<file path="src/rtl/calc_disp_pkg.sv">
// -----------------------------------------------------------------------------
// calc_disp_pkg
// Shared constants, FSM state encoding and a digit-select helper for the
// multiplexed 10-digit display scan controller.
//   BLANK_CODE : BCD code that the controller treats as "digit not lit"
//   NUM_DIGITS : number of display slots
//   DEC_W      : width of a packed ten-digit BCD word
// -----------------------------------------------------------------------------
package calc_disp_pkg;

    localparam logic [3:0] BLANK_CODE = 4'ha;
    localparam int         NUM_DIGITS = 32'sd10;
    localparam int         DEC_W      = 32'sd4 * NUM_DIGITS;
    localparam logic [3:0] LAST_SLOT  = 4'd9;

    typedef enum logic [1:0] {
        IDLE = 2'd0,
        LOAD = 2'd1,
        SCAN = 2'd2
    } disp_state_e;

    // Returns BCD digit number idx (0 = rightmost) of a packed ten-digit word.
    function automatic logic [3:0] digit_at(input logic [DEC_W-1:0] v,
                                            input logic [3:0]       idx);
        return v[{idx, 2'b00} +: 4];
    endfunction

endpackage

</file>
<file path="src/rtl/disp_scan_ctrl_if.sv">
// -----------------------------------------------------------------------------
// disp_scan_ctrl_if
// Valid/ready result-transfer bundle between a result producer and the
// display scan controller.
//   in_valid : producer offers a new result
//   in_ready : controller can accept a result
//   in_dec   : ten packed BCD digits, digit 9 in [39:36]
//   in_err   : result is an error/overflow, qualified by in_valid
// Modports: master = producer side, slave = controller side.
// -----------------------------------------------------------------------------
interface disp_scan_ctrl_if;
    import calc_disp_pkg::*;

    logic             in_valid;
    logic             in_ready;
    logic [DEC_W-1:0] in_dec;
    logic             in_err;

    modport master (output in_valid, output in_dec, output in_err, input  in_ready);
    modport slave  (input  in_valid, input  in_dec, input  in_err, output in_ready);

endinterface

</file>
<file path="src/rtl/digit_shift.sv">
// -----------------------------------------------------------------------------
// digit_shift
// Leading-zero shifter: moves the most significant non-zero digit to slot 9
// and fills the vacated low slots with BLANK_CODE. Digit 0 is never counted
// as a leading zero, so an all-zero input becomes a single "0" in slot 9.
//   dec_i : packed BCD input, digit 9 in [39:36]
//   dig_o : left-justified, blank-padded digits
// -----------------------------------------------------------------------------
module digit_shift
    import calc_disp_pkg::*;
(
    input  logic [DEC_W-1:0] dec_i,
    output logic [DEC_W-1:0] dig_o
);

    localparam logic [DEC_W-1:0] BLANK_FILL = {NUM_DIGITS{BLANK_CODE}};
    localparam logic [DEC_W-1:0] ALL_ONES   = {DEC_W{1'b1}};

    logic [3:0] lz_s;
    logic       found_s;
    logic [5:0] sh_s;

    // Count zero digits from the left, stopping at digit 1.
    always_comb begin
        lz_s    = 4'd0;
        found_s = 1'b0;
        for (int i = NUM_DIGITS - 32'sd1; i >= 32'sd1; i--) begin
            if (!found_s && (dec_i[4*i +: 4] == 4'd0)) begin
                lz_s = lz_s + 4'd1;
            end else begin
                found_s = 1'b1;
            end
        end
    end

    assign sh_s = {lz_s, 2'b00};

    // Shift left by whole digits; vacated low nibbles become blank codes.
    always_comb begin
        dig_o = (dec_i << sh_s) | (BLANK_FILL & ~(ALL_ONES << sh_s));
    end

endmodule

</file>
<file path="src/rtl/disp_scan_ctrl.sv">
// -----------------------------------------------------------------------------
// disp_scan_ctrl
// Accepts a ten-digit BCD result over a valid/ready bundle, left-justifies it
// with digit_shift and time-multiplexes it onto a 10-slot display, slot 9
// (leftmost) first, REFRESH_DIV clock cycles per slot.
// Ports:
//   clk        : sole clock, rising edge
//   rst        : asynchronous active-low reset
//   clear      : synchronous request to blank the display and go IDLE
//   bus        : disp_scan_ctrl_if.slave (in_valid/in_ready/in_dec/in_err)
//   seg_code   : registered BCD code of the active slot, 4'ha = blank
//   an_n       : registered active-low one-hot slot enable, bit 9 leftmost
//   frame_tick : one-cycle pulse at the end of every full 10-slot scan
// Parameters: REFRESH_DIV (>=2) cycles per slot, BLINK_DIV (>=1) frames per
// blink half-period.
// Optional build macro DISP_BLINK_EN: an error result blinks the display,
// alternating BLINK_DIV visible frames with BLINK_DIV dark frames. Without it
// in_err is ignored and BLINK_DIV has no effect.
// -----------------------------------------------------------------------------
module disp_scan_ctrl
    import calc_disp_pkg::*;
#(
    parameter int REFRESH_DIV = 32'sd100000,
    parameter int BLINK_DIV   = 32'sd50
) (
    input  logic                  clk,
    input  logic                  rst,
    input  logic                  clear,
    disp_scan_ctrl_if.slave       bus,
    output logic [3:0]            seg_code,
    output logic [NUM_DIGITS-1:0] an_n,
    output logic                  frame_tick
);

    localparam int                    CNT_W      = $clog2(REFRESH_DIV);
    localparam logic [CNT_W-1:0]      CNT_MAX    = CNT_W'(REFRESH_DIV - 32'sd1);
    localparam logic [CNT_W-1:0]      CNT_ONE    = CNT_W'(32'd1);
    localparam logic [DEC_W-1:0]      BLANK_FILL = {NUM_DIGITS{BLANK_CODE}};
    localparam logic [NUM_DIGITS-1:0] AN_OFF     = {NUM_DIGITS{1'b1}};
    localparam logic [NUM_DIGITS-1:0] AN_ONE     = NUM_DIGITS'(32'd1);

    disp_state_e           state_q, state_d;
    logic [DEC_W-1:0]      dec_q, dec_d;
    logic [DEC_W-1:0]      digits_q, digits_d;
    logic [DEC_W-1:0]      shifted_s;
    logic [CNT_W-1:0]      cnt_q, cnt_d;
    logic [3:0]            slot_q, slot_d;
    logic [3:0]            seg_q, seg_d;
    logic [NUM_DIGITS-1:0] an_q, an_d;
    logic                  tick_q, tick_d;
    logic                  rdy_q, rdy_d;
    logic                  xfer_s;
    logic                  wrap_s;
    logic                  scanning_s;
    logic                  dark_s;
    logic [3:0]            cur_code_s;

    // clear wins over a simultaneous handshake, so no transfer completes then
    assign xfer_s     = bus.in_valid & rdy_q & ~clear;
    assign wrap_s     = (state_q == SCAN) && (cnt_q == CNT_MAX);
    // only show digits when this cycle stays in SCAN; leaving blanks at once
    assign scanning_s = (state_q == SCAN) && (state_d == SCAN);
    assign cur_code_s = digit_at(digits_q, slot_q);

    assign bus.in_ready = rdy_q;
    assign seg_code     = seg_q;
    assign an_n         = an_q;
    assign frame_tick   = tick_q;

    digit_shift u_digit_shift (
        .dec_i (dec_q),
        .dig_o (shifted_s)
    );

    // FSM state register.
    always_ff @(posedge clk or negedge rst) begin
        if (!rst) begin
            state_q <= IDLE;
        end else begin
            state_q <= state_d;
        end
    end

    // FSM next-state logic.
    always_comb begin
        state_d = state_q;
        if (clear) begin
            state_d = IDLE;
        end else begin
            case (state_q)
                IDLE:    state_d = xfer_s ? LOAD : IDLE;
                LOAD:    state_d = SCAN;
                SCAN:    state_d = xfer_s ? LOAD : SCAN;
                default: state_d = IDLE;
            endcase
        end
    end

    // Datapath next values: captured result, shifted digits, slot timing.
    always_comb begin
        dec_d    = dec_q;
        digits_d = digits_q;
        cnt_d    = cnt_q;
        slot_d   = slot_q;
        tick_d   = 1'b0;
        if (clear) begin
            digits_d = BLANK_FILL;
            cnt_d    = '0;
            slot_d   = 4'd0;
        end else if (xfer_s) begin
            dec_d = bus.in_dec;
        end else if (state_q == LOAD) begin
            digits_d = shifted_s;
            slot_d   = LAST_SLOT;
            cnt_d    = '0;
        end else if (state_q == SCAN) begin
            if (wrap_s) begin
                cnt_d = '0;
                if (slot_q == 4'd0) begin
                    slot_d = LAST_SLOT;
                    tick_d = 1'b1;
                end else begin
                    slot_d = slot_q - 4'd1;
                end
            end else begin
                cnt_d = cnt_q + CNT_ONE;
            end
        end else begin
            cnt_d = cnt_q;
        end
    end

`ifdef DISP_BLINK_EN
    localparam int               BLK_W   = (BLINK_DIV > 32'sd1) ? $clog2(BLINK_DIV) : 32'sd1;
    localparam logic [BLK_W-1:0] BLK_MAX = BLK_W'(BLINK_DIV - 32'sd1);
    localparam logic [BLK_W-1:0] BLK_ONE = BLK_W'(32'd1);

    logic             err_q, err_d;
    logic [BLK_W-1:0] bcnt_q, bcnt_d;
    logic             phase_q, phase_d;

    // Blink bookkeeping: latched error flag and frame-counted dark phase.
    always_comb begin
        err_d   = xfer_s ? bus.in_err : err_q;
        bcnt_d  = bcnt_q;
        phase_d = phase_q;
        if (clear || (state_q == LOAD)) begin
            bcnt_d  = '0;
            phase_d = 1'b0;
        end else if (tick_d) begin
            if (bcnt_q == BLK_MAX) begin
                bcnt_d  = '0;
                phase_d = ~phase_q;
            end else begin
                bcnt_d = bcnt_q + BLK_ONE;
            end
        end else begin
            bcnt_d = bcnt_q;
        end
    end

    // Blink state registers.
    always_ff @(posedge clk or negedge rst) begin
        if (!rst) begin
            err_q   <= 1'b0;
            bcnt_q  <= '0;
            phase_q <= 1'b0;
        end else begin
            err_q   <= err_d;
            bcnt_q  <= bcnt_d;
            phase_q <= phase_d;
        end
    end

    assign dark_s = err_q & phase_q;
`else
    logic unused_cfg_s;

    assign dark_s       = 1'b0;
    assign unused_cfg_s = ^{1'b0, bus.in_err, BLINK_DIV[0]};
`endif

    // FSM outputs: ready flag and next display drive, registered below.
    always_comb begin
        rdy_d = (state_d != LOAD);
        if (scanning_s) begin
            seg_d = cur_code_s;
            if ((cur_code_s != BLANK_CODE) && !dark_s) begin
                an_d = ~(AN_ONE << slot_q);
            end else begin
                an_d = AN_OFF;
            end
        end else begin
            seg_d = BLANK_CODE;
            an_d  = AN_OFF;
        end
    end

    // Datapath and output registers.
    always_ff @(posedge clk or negedge rst) begin
        if (!rst) begin
            dec_q    <= '0;
            digits_q <= BLANK_FILL;
            cnt_q    <= '0;
            slot_q   <= 4'd0;
            seg_q    <= BLANK_CODE;
            an_q     <= AN_OFF;
            tick_q   <= 1'b0;
            rdy_q    <= 1'b0;
        end else begin
            dec_q    <= dec_d;
            digits_q <= digits_d;
            cnt_q    <= cnt_d;
            slot_q   <= slot_d;
            seg_q    <= seg_d;
            an_q     <= an_d;
            tick_q   <= tick_d;
            rdy_q    <= rdy_d;
        end
    end

endmodule

</file>
<file path="src/flat_wrapper.sv">
// flat-port wrapper written by rule: the top's interface ports become plain ports
module disp_scan_ctrl_flat import calc_disp_pkg::*;
#(
    parameter int REFRESH_DIV = 32'sd100000,
    parameter int BLINK_DIV   = 32'sd50
)
  (clk, rst, clear, seg_code, an_n, frame_tick, bus_in_valid, bus_in_dec, bus_in_err, bus_in_ready);
  disp_scan_ctrl_if bus_i ();
  input  logic clk;
  input  logic rst;
  input  logic clear;
  output logic [3:0] seg_code;
  output logic [NUM_DIGITS-1:0] an_n;
  output logic frame_tick;
  input wire logic [$bits(bus_i.in_valid)-1:0] bus_in_valid;
  input wire logic [$bits(bus_i.in_dec)-1:0] bus_in_dec;
  input wire logic [$bits(bus_i.in_err)-1:0] bus_in_err;
  output wire logic [$bits(bus_i.in_ready)-1:0] bus_in_ready;
  assign bus_i.in_valid = bus_in_valid;
  assign bus_i.in_dec = bus_in_dec;
  assign bus_i.in_err = bus_in_err;
  assign bus_in_ready = bus_i.in_ready;
  disp_scan_ctrl #(.REFRESH_DIV(REFRESH_DIV), .BLINK_DIV(BLINK_DIV)) u_core (.clk(clk), .rst(rst), .clear(clear), .bus(bus_i), .seg_code(seg_code), .an_n(an_n), .frame_tick(frame_tick));
endmodule
</file>
<file path="config.mk">
export PLATFORM = sky130hd
export DESIGN_NAME = disp_scan_ctrl_flat
export DESIGN_NICKNAME = d
export VERILOG_FILES = /design/src/rtl/calc_disp_pkg.sv /design/src/rtl/disp_scan_ctrl_if.sv /design/src/rtl/digit_shift.sv /design/src/rtl/disp_scan_ctrl.sv /design/src/flat_wrapper.sv
export SDC_FILE = /design/constraint.sdc
export NUM_CORES = 1
export LEC_CHECK = 0
export ABC_AREA = 1
export BUFFER_PORTS_ARGS = -buffer_cell sky130_fd_sc_hd__buf_2
export CAP_MARGIN = 20
export CORE_MARGIN = 10
export CORE_UTILIZATION = 60
export DETAILED_ROUTE_END_ITERATION = 12
export HOLD_SLACK_MARGIN = 0.03
export PLACE_DENSITY = 0.87
export SLEW_MARGIN = 5
export SYNTH_ARGS = -nofsm -noshare
export SYNTH_HDL_FRONTEND = slang
export SYNTH_SLANG_ARGS = --single-unit
</file>
<file path="constraint.sdc">
create_clock -name clk -period 7.3 [get_ports clk]
set_clock_uncertainty 0.05 [all_clocks]
set_input_delay 1.46 -clock clk [delete_from_list [all_inputs] [get_ports clk]]
set_output_delay 1.46 -clock clk [all_outputs]
set_load 0.01 [all_outputs]
</file>
# After elaboration in Yosys (flattened, before gate mapping)
# Index checks and enable logic that the tools add are counted.
op_classes:
  add_sub_neg: 10
  n_eq_ne: 7
  shift: 4
  n_mux: 44
  bitwise_logic: 6
  reduce_logical: 35
op_table:
  columns: ["op", "n"]
  rows:
  - ["40-bit 2-to-1 mux", 3]
  - ["17-bit 2-to-1 mux", 5]
  - ["4-bit 2-to-1 mux", 14]
  - ["4-bit zero test", 10]
  - ["40-bit inverter", 1]
  - ["40-bit bitwise OR", 1]
  - ["40-bit by 7-bit indexed part select with 4-bit output", 1]
  - ["40-bit by 6-bit left shift with 40-bit output", 1]
  - ["40-bit by 6-bit left shift with 40-bit output, first input constant", 1]
  - ["4-bit by 1-bit adder with 4-bit output, second input constant", 7]
  - ["10-bit 2-to-1 mux", 2]
  - ["17-bit by 1-bit adder with 17-bit output, second input constant", 1]
  - ["17-bit == test, second input constant", 1]
  - ["1-bit 2-to-1 mux", 16]
  - ["1-bit logical AND", 10]
  - ["10-bit inverter", 1]
  - ["1-bit by 4-bit left shift with 10-bit output, first input constant", 1]
  - ["1-bit zero test", 7]
  - ["2-bit 2-to-1 mux", 3]
  - ["2-bit one-hot mux with 3 select lines", 1]
  - ["2-bit AND reduction", 3]
  - ["3-bit nonzero test", 2]
  - ["2-bit == test, second input constant", 2]
  - ["4-bit != test, second input constant", 1]
  - ["10 further kinds", 11]
word_totals:
  ff_bits: 119
  input_bits: 45

# Depth between registers and ports, before layout
depth:
  ltp_word: 30
  mapped_depth: 36
  mapped_depth_nobuf: 36

# Cells and area by module
# A second synthesis with hierarchy kept.
hier_totals:
  hier_cells: 980
  hier_area_um2: 7509.7
modules_own_cells:
  columns: ["module", "n_inst", "cells_each", "area_per_inst_um2", "seq_area_each_um2"]
  rows:
  - ["disp_scan_ctrl", 1, 531, 5312.6, 3017.9]
  - ["digit_shift", 1, 449, 2197.1, 0.0]

# Least setup slack after synthesis
# No wires, ideal clock.
synth_timing:
  kind: "reg2reg"
  start: "reg u_core.dec_q[33]"
  end: "reg u_core.digits_q[16]"
  setup_ns: 0.124
  t_arrival_ns: 4.218
  required_ns: 7.126
  slack_ns: 2.908
  path_stages_with_launch: 34
  n_path_buf: 0
  cell_sequence: "dfrtp_1 -> nor2_1 -> nand2_2 -> nor2_4 -> ha_1 -> inv_1 -> nand2_1 -> nand2_1 -> inv_1 -> ha_1 -> inv_1 -> nand4_1 -> nand2_1 -> inv_1 -> ha_1 -> nand2_1 -> nand2_1 -> ha_1 -> nand2_1 -> nand2_1 -> ha_1 -> nand3_1 -> nand2_1 -> ha_1 -> nand2_1 -> xor2_1 -> nor2_1 -> nand3b_1 -> nand2_2 -> inv_4 -> nor2_1 -> nor2_4 -> o211ai_1 -> nand2_1"
synth_between:
  elab_chain_len: 29
  elab_cells_between_ends: 43
  classes_between: "add/sub (7); shift (1); mux (18); bitwise (1); reduce/logical (16)"
synth_lines:
  columns: ["item", "line_no", "source"]
  rows:
  - ["start: declaration", "disp_scan_ctrl.sv:43", "logic [DEC_W-1:0] dec_q, dec_d;"]
  - ["start signal: assignment", "disp_scan_ctrl.sv:202", "dec_q <= '0;"]
  - ["start signal: assignment", "disp_scan_ctrl.sv:211", "dec_q <= dec_d;"]
  - ["4-bit zero test *", "digit_shift.sv:28", "if (!found_s && (dec_i[4*i +: 4] == 4'd0)) begin"]
  - ["1-bit logical AND *", "digit_shift.sv:28", null]
  - ["parallel branches: the longest is 21 deep, another holds 4-bit by 1-bit adder with 4-bit output", null, null]
  - ["4-bit 2-to-1 mux *", "digit_shift.sv:28", null]
  - ["40-bit by 6-bit left shift with 40-bit output *", "digit_shift.sv:40", "dig_o = (dec_i << sh_s) | (BLANK_FILL & ~(ALL_ONES << sh_s));"]
  - ["40-bit bitwise OR *", "digit_shift.sv:40", null]
  - ["40-bit 2-to-1 mux *", "disp_scan_ctrl.sv:112", "end else if (state_q == LOAD) begin"]
  - ["40-bit 2-to-1 mux *", "disp_scan_ctrl.sv:110", "end else if (xfer_s) begin"]
  - ["40-bit 2-to-1 mux *", "disp_scan_ctrl.sv:106", "if (clear) begin"]
  - ["end signal: assignment", "disp_scan_ctrl.sv:212", "digits_q <= digits_d;"]
  - ["end: declaration", "disp_scan_ctrl.sv:44", "logic [DEC_W-1:0] digits_q, digits_d;"]
# Every way passes the cells marked *. The select of a mux whose other input is x is not followed.
# A chain may end at the register's enable or synchronous reset.

# Worst setup path in the final report
layout_timing:
  start: "reg u_core.dec_q[36]"
  end: "reg u_core.digits_q[23]"
layout_between:
  elab_chain_len: 30
  elab_cells_between_ends: 48
  classes_between: "add/sub (8); shift (2); mux (20); bitwise (2); reduce/logical (16)"
layout_lines:
  columns: ["item", "line_no"]
  rows:
  - ["4-bit zero test *", "digit_shift.sv:28"]
  - ["parallel branches: the longest is 22 deep, another holds 4-bit by 1-bit adder with 4-bit output", null]
  - ["4-bit 2-to-1 mux *", "digit_shift.sv:28"]
  - ["40-bit by 6-bit left shift with 40-bit output", "digit_shift.sv:40"]
  - ["40-bit inverter", "digit_shift.sv:40"]
  - ["40-bit bitwise OR *", "digit_shift.sv:40"]
  - ["40-bit 2-to-1 mux *", "disp_scan_ctrl.sv:112"]
  - ["40-bit 2-to-1 mux *", "disp_scan_ctrl.sv:110"]
  - ["40-bit 2-to-1 mux *", "disp_scan_ctrl.sv:106"]
# Marked as above.

==> run metrics <==
Gate Count Post-Synth=944; Die Span Y=128 um; Worst Max-Slew Pin Slew=between 0.9 and 1 ns; combinational share of power=a little under a quarter; final worst slack=just over 2 ns; WS Path Type=flip-flop to flip-flop; Total Power=0.00214 W; cts repair resizes=0; core area=11,400 um^2; GP Congestion=~0.98; Max-slew headroom=38.8%; DR iter-0 viols=between 500 and 600; first-pass GRT wire length=29.7 mm; RSZ-0062 raised after global routing=no; post-route minimum period=around 5.3 ns; design internal power=~0.0014 W; CP required=roughly 7.6 ns; Vias=~6,400; Post-CTS Setup Inserts=0; Clock Sinks=119; layout cell share with drive strength beyond 1=between 10% and 20%; Place WS=2.11 ns; MaxCap Viol Count=0; PwrDens=271 nW/um^2; FF/Latch Area=3020 um^2; Leak=3.79 nW; Vias/cell=5.60; DRT Wirelength=17.8 mm; CP Max Fanout=27; largest net degree at the start of global routing=77; Critical Path Max Stage Delay=0.40 ns; most frequent cells in the layout=nand2_1 (278), inv_1 (106), dfrtp_1 (87); Final Cycle Share=72.4%; Initial Util=61.2%; average cell area after synthesis=7.37 um^2; vias in the first global route=~6,300; full die area=16,300 um^2; Syn. warnings=0; hold crit path type=flip-flop to flip-flop; worst path arrival time=5.59 ns; synth unique cells=46; status=finished, final reports clean; area of the multi-input gates=3320 um^2; number of synthesized register bits=119; row count=39; Routed Antenna Nets=0; Psw=0.000695 W; most frequent CP cell=nand2_1; sequential power share=between 30 and 40%; Syn Nets=998; CP endpoint kind=flip-flop; Clk network pwr share=38.7%; Final #Nets=between 1,000 and 1,500; Post-DP HPWL=12.9 mm; Layout fillers=941; commonest non-fill, non-tap cell in the layout=nand2_1; VDD IR max=243 uV; DRT Pass-1 Iters=6; initial antenna violation count=0; Area Overhead vs Synth=13.8%; Worst path slowest cell=dfrtp_1; achievable frequency=189 MHz; CTS H-tree depth=4; switching share of total power=around a third; EDFF count, synth=0; PortBufs=59; Final setup viols=0; Post-Syn Area=6960 um^2; width of the die=128 um; CTS clk-pin slew, worst paths=roughly 0.050 ns; ys flop type=dfrtp_1; Skew-Pair Late Insertion Delay=0.42 ns; hold_buf cts=0; endpoints failing hold=0; Total Routing Usage GR=22.4%; root buffer cell=clkbuf_16; Post-synth ARST share=100%; setup_tns=0 ns; CTS tree=yes; Max Slew Vio Count=0; clock buffer depth=2; drt wl/cell=between 15 and 20 um; CTS Buf Count=17; IO Pins=61; DRC viols=0; Critical Path Start Type=flip-flop; total grt overflow=0; Seq/Total Area, Yosys=43.4%; Antenna diodes=0
[cell usage after synthesis, types with 3 or more instances]
cell type	number	share of area, %
nor3_1	13	0.94
nand2_4	3	0.49
dfstp_2	32	12
xor2_1	3	0.38
clkbuf_1	15	0.81
buf_4	5	0.54
a21oi_1	27	1.9
ha_1	9	1.6
nor4_1	4	0.36
nand2_2	7	0.63
nand2_1	278	15
nor2_4	11	1.8
buf_2	8	0.58
nor2_1	82	4.4
o22ai_1	8	0.72
nor2_2	3	0.27
o21ai_0	59	4.2
dfrtp_1	87	31
inv_2	5	0.27
clkinv_1	3	0.16
a31oi_1	3	0.27
inv_1	106	5.7
o211ai_1	12	1.3
nand3_1	62	4.5
nand4_1	16	1.4
buf_6	3	0.49
o21ai_1	40	2.9
a22oi_1	14	1.5
[area by class of cell]
| class | count | share of cell area [%] |
|---|---|---|
| clock inverter | 5 | 0.727 |
| tap | 143 | 2.26 |
| inverter | 117 | 5.61 |
| sequential | 119 | 38.1 |
| multi-input combinational | 676 | 41.9 |
| timing repair buffer | 65 | 4.49 |
| clock buffer | 27 | 6.89 |
[sequential cells by signal, indices dropped and copies added, names as in the netlist]
register,flops
u_core.an_n,10
u_core.bus.in_ready,1
u_core.cnt_q,17
u_core.dec_q,40
u_core.digits_q,40
u_core.frame_tick,1
u_core.seg_code,4
u_core.slot_q,4
u_core.state_q,2
[per-stage QoR]
step           utilization, %  cells  hold slack [ns]  area [um^2]
2_1_floorplan               -    944            0.389         6960
3_3_place_gp             64.2   1119            0.404         7290
3_5_place_dp             64.2   1119            0.413         7290
4_1_cts                  69.5   1151            0.430         7900
5_1_grt                  69.6   1152            0.451         7920
6_report                 69.6   1152            0.433         7920
[path summary, 6_finish.rpt]
kind,cells past startpoint,slack [ns],start,to
min in group asynchronous,1,0.97,rst,u_core.cnt_q[11]
max reg2reg,34,2.01,u_core.dec_q[36],u_core.digits_q[23]
min,2,0.43,u_core.digits_q[30],u_core.digits_q[30]
max in group asynchronous,2,4.91,rst,u_core.digits_q[28]
min reg2reg,2,0.43,u_core.digits_q[30],u_core.digits_q[30]
max,34,2.01,u_core.dec_q[36],u_core.digits_q[23]
[critical path, delay by kind of cell (launching register included)]
kind / cells / cell delay, ns
buf+inv: 6 / 0.59
fa+ha+maj: 6 / 1.53
simple gates: 19 / 2.19
flops: 1 / 0.40
compound gates: 2 / 0.31
xor+xnor: 1 / 0.14
[logic make-up (layout without fill, tap and decap cells)]
kind of cell,count (synthesis),in the layout,synth area share [%]
flip-flops,119,119,43.4
adder cells (fa/ha/maj),9,9,1.62
buffers and inverters,149,214,9.01
AND/OR/NAND/NOR,493,493,31.7
AO/OA/AOI/OAI,171,171,13.9
XOR/XNOR,3,3,0.378
[routing by layer]
layer	global-route usage (%)	up-vias	wire length, um
met2	35.8	259	8340
met4	11.5	0	641
met5	0	-	0
li1	-	3192	-
met1	27.4	2943	7590
met3	5.87	52	1190
[power groups by stage]
stage | combinational (W) | sequential [W] | clock (W)
after CTS | 0.000503 | 0.000800 | 0.000837
after detailed placement | 0.000497 | 0.000809 | 0
after floorplan | 0.000364 | 0.000796 | 0
final | 0.000513 | 0.000801 | 0.000830
after global routing | 0.000580 | 0.000810 | 0.000867
after global placement | 0.000486 | 0.000806 | 0
Note: power is estimated with default switching activity, not from simulation.
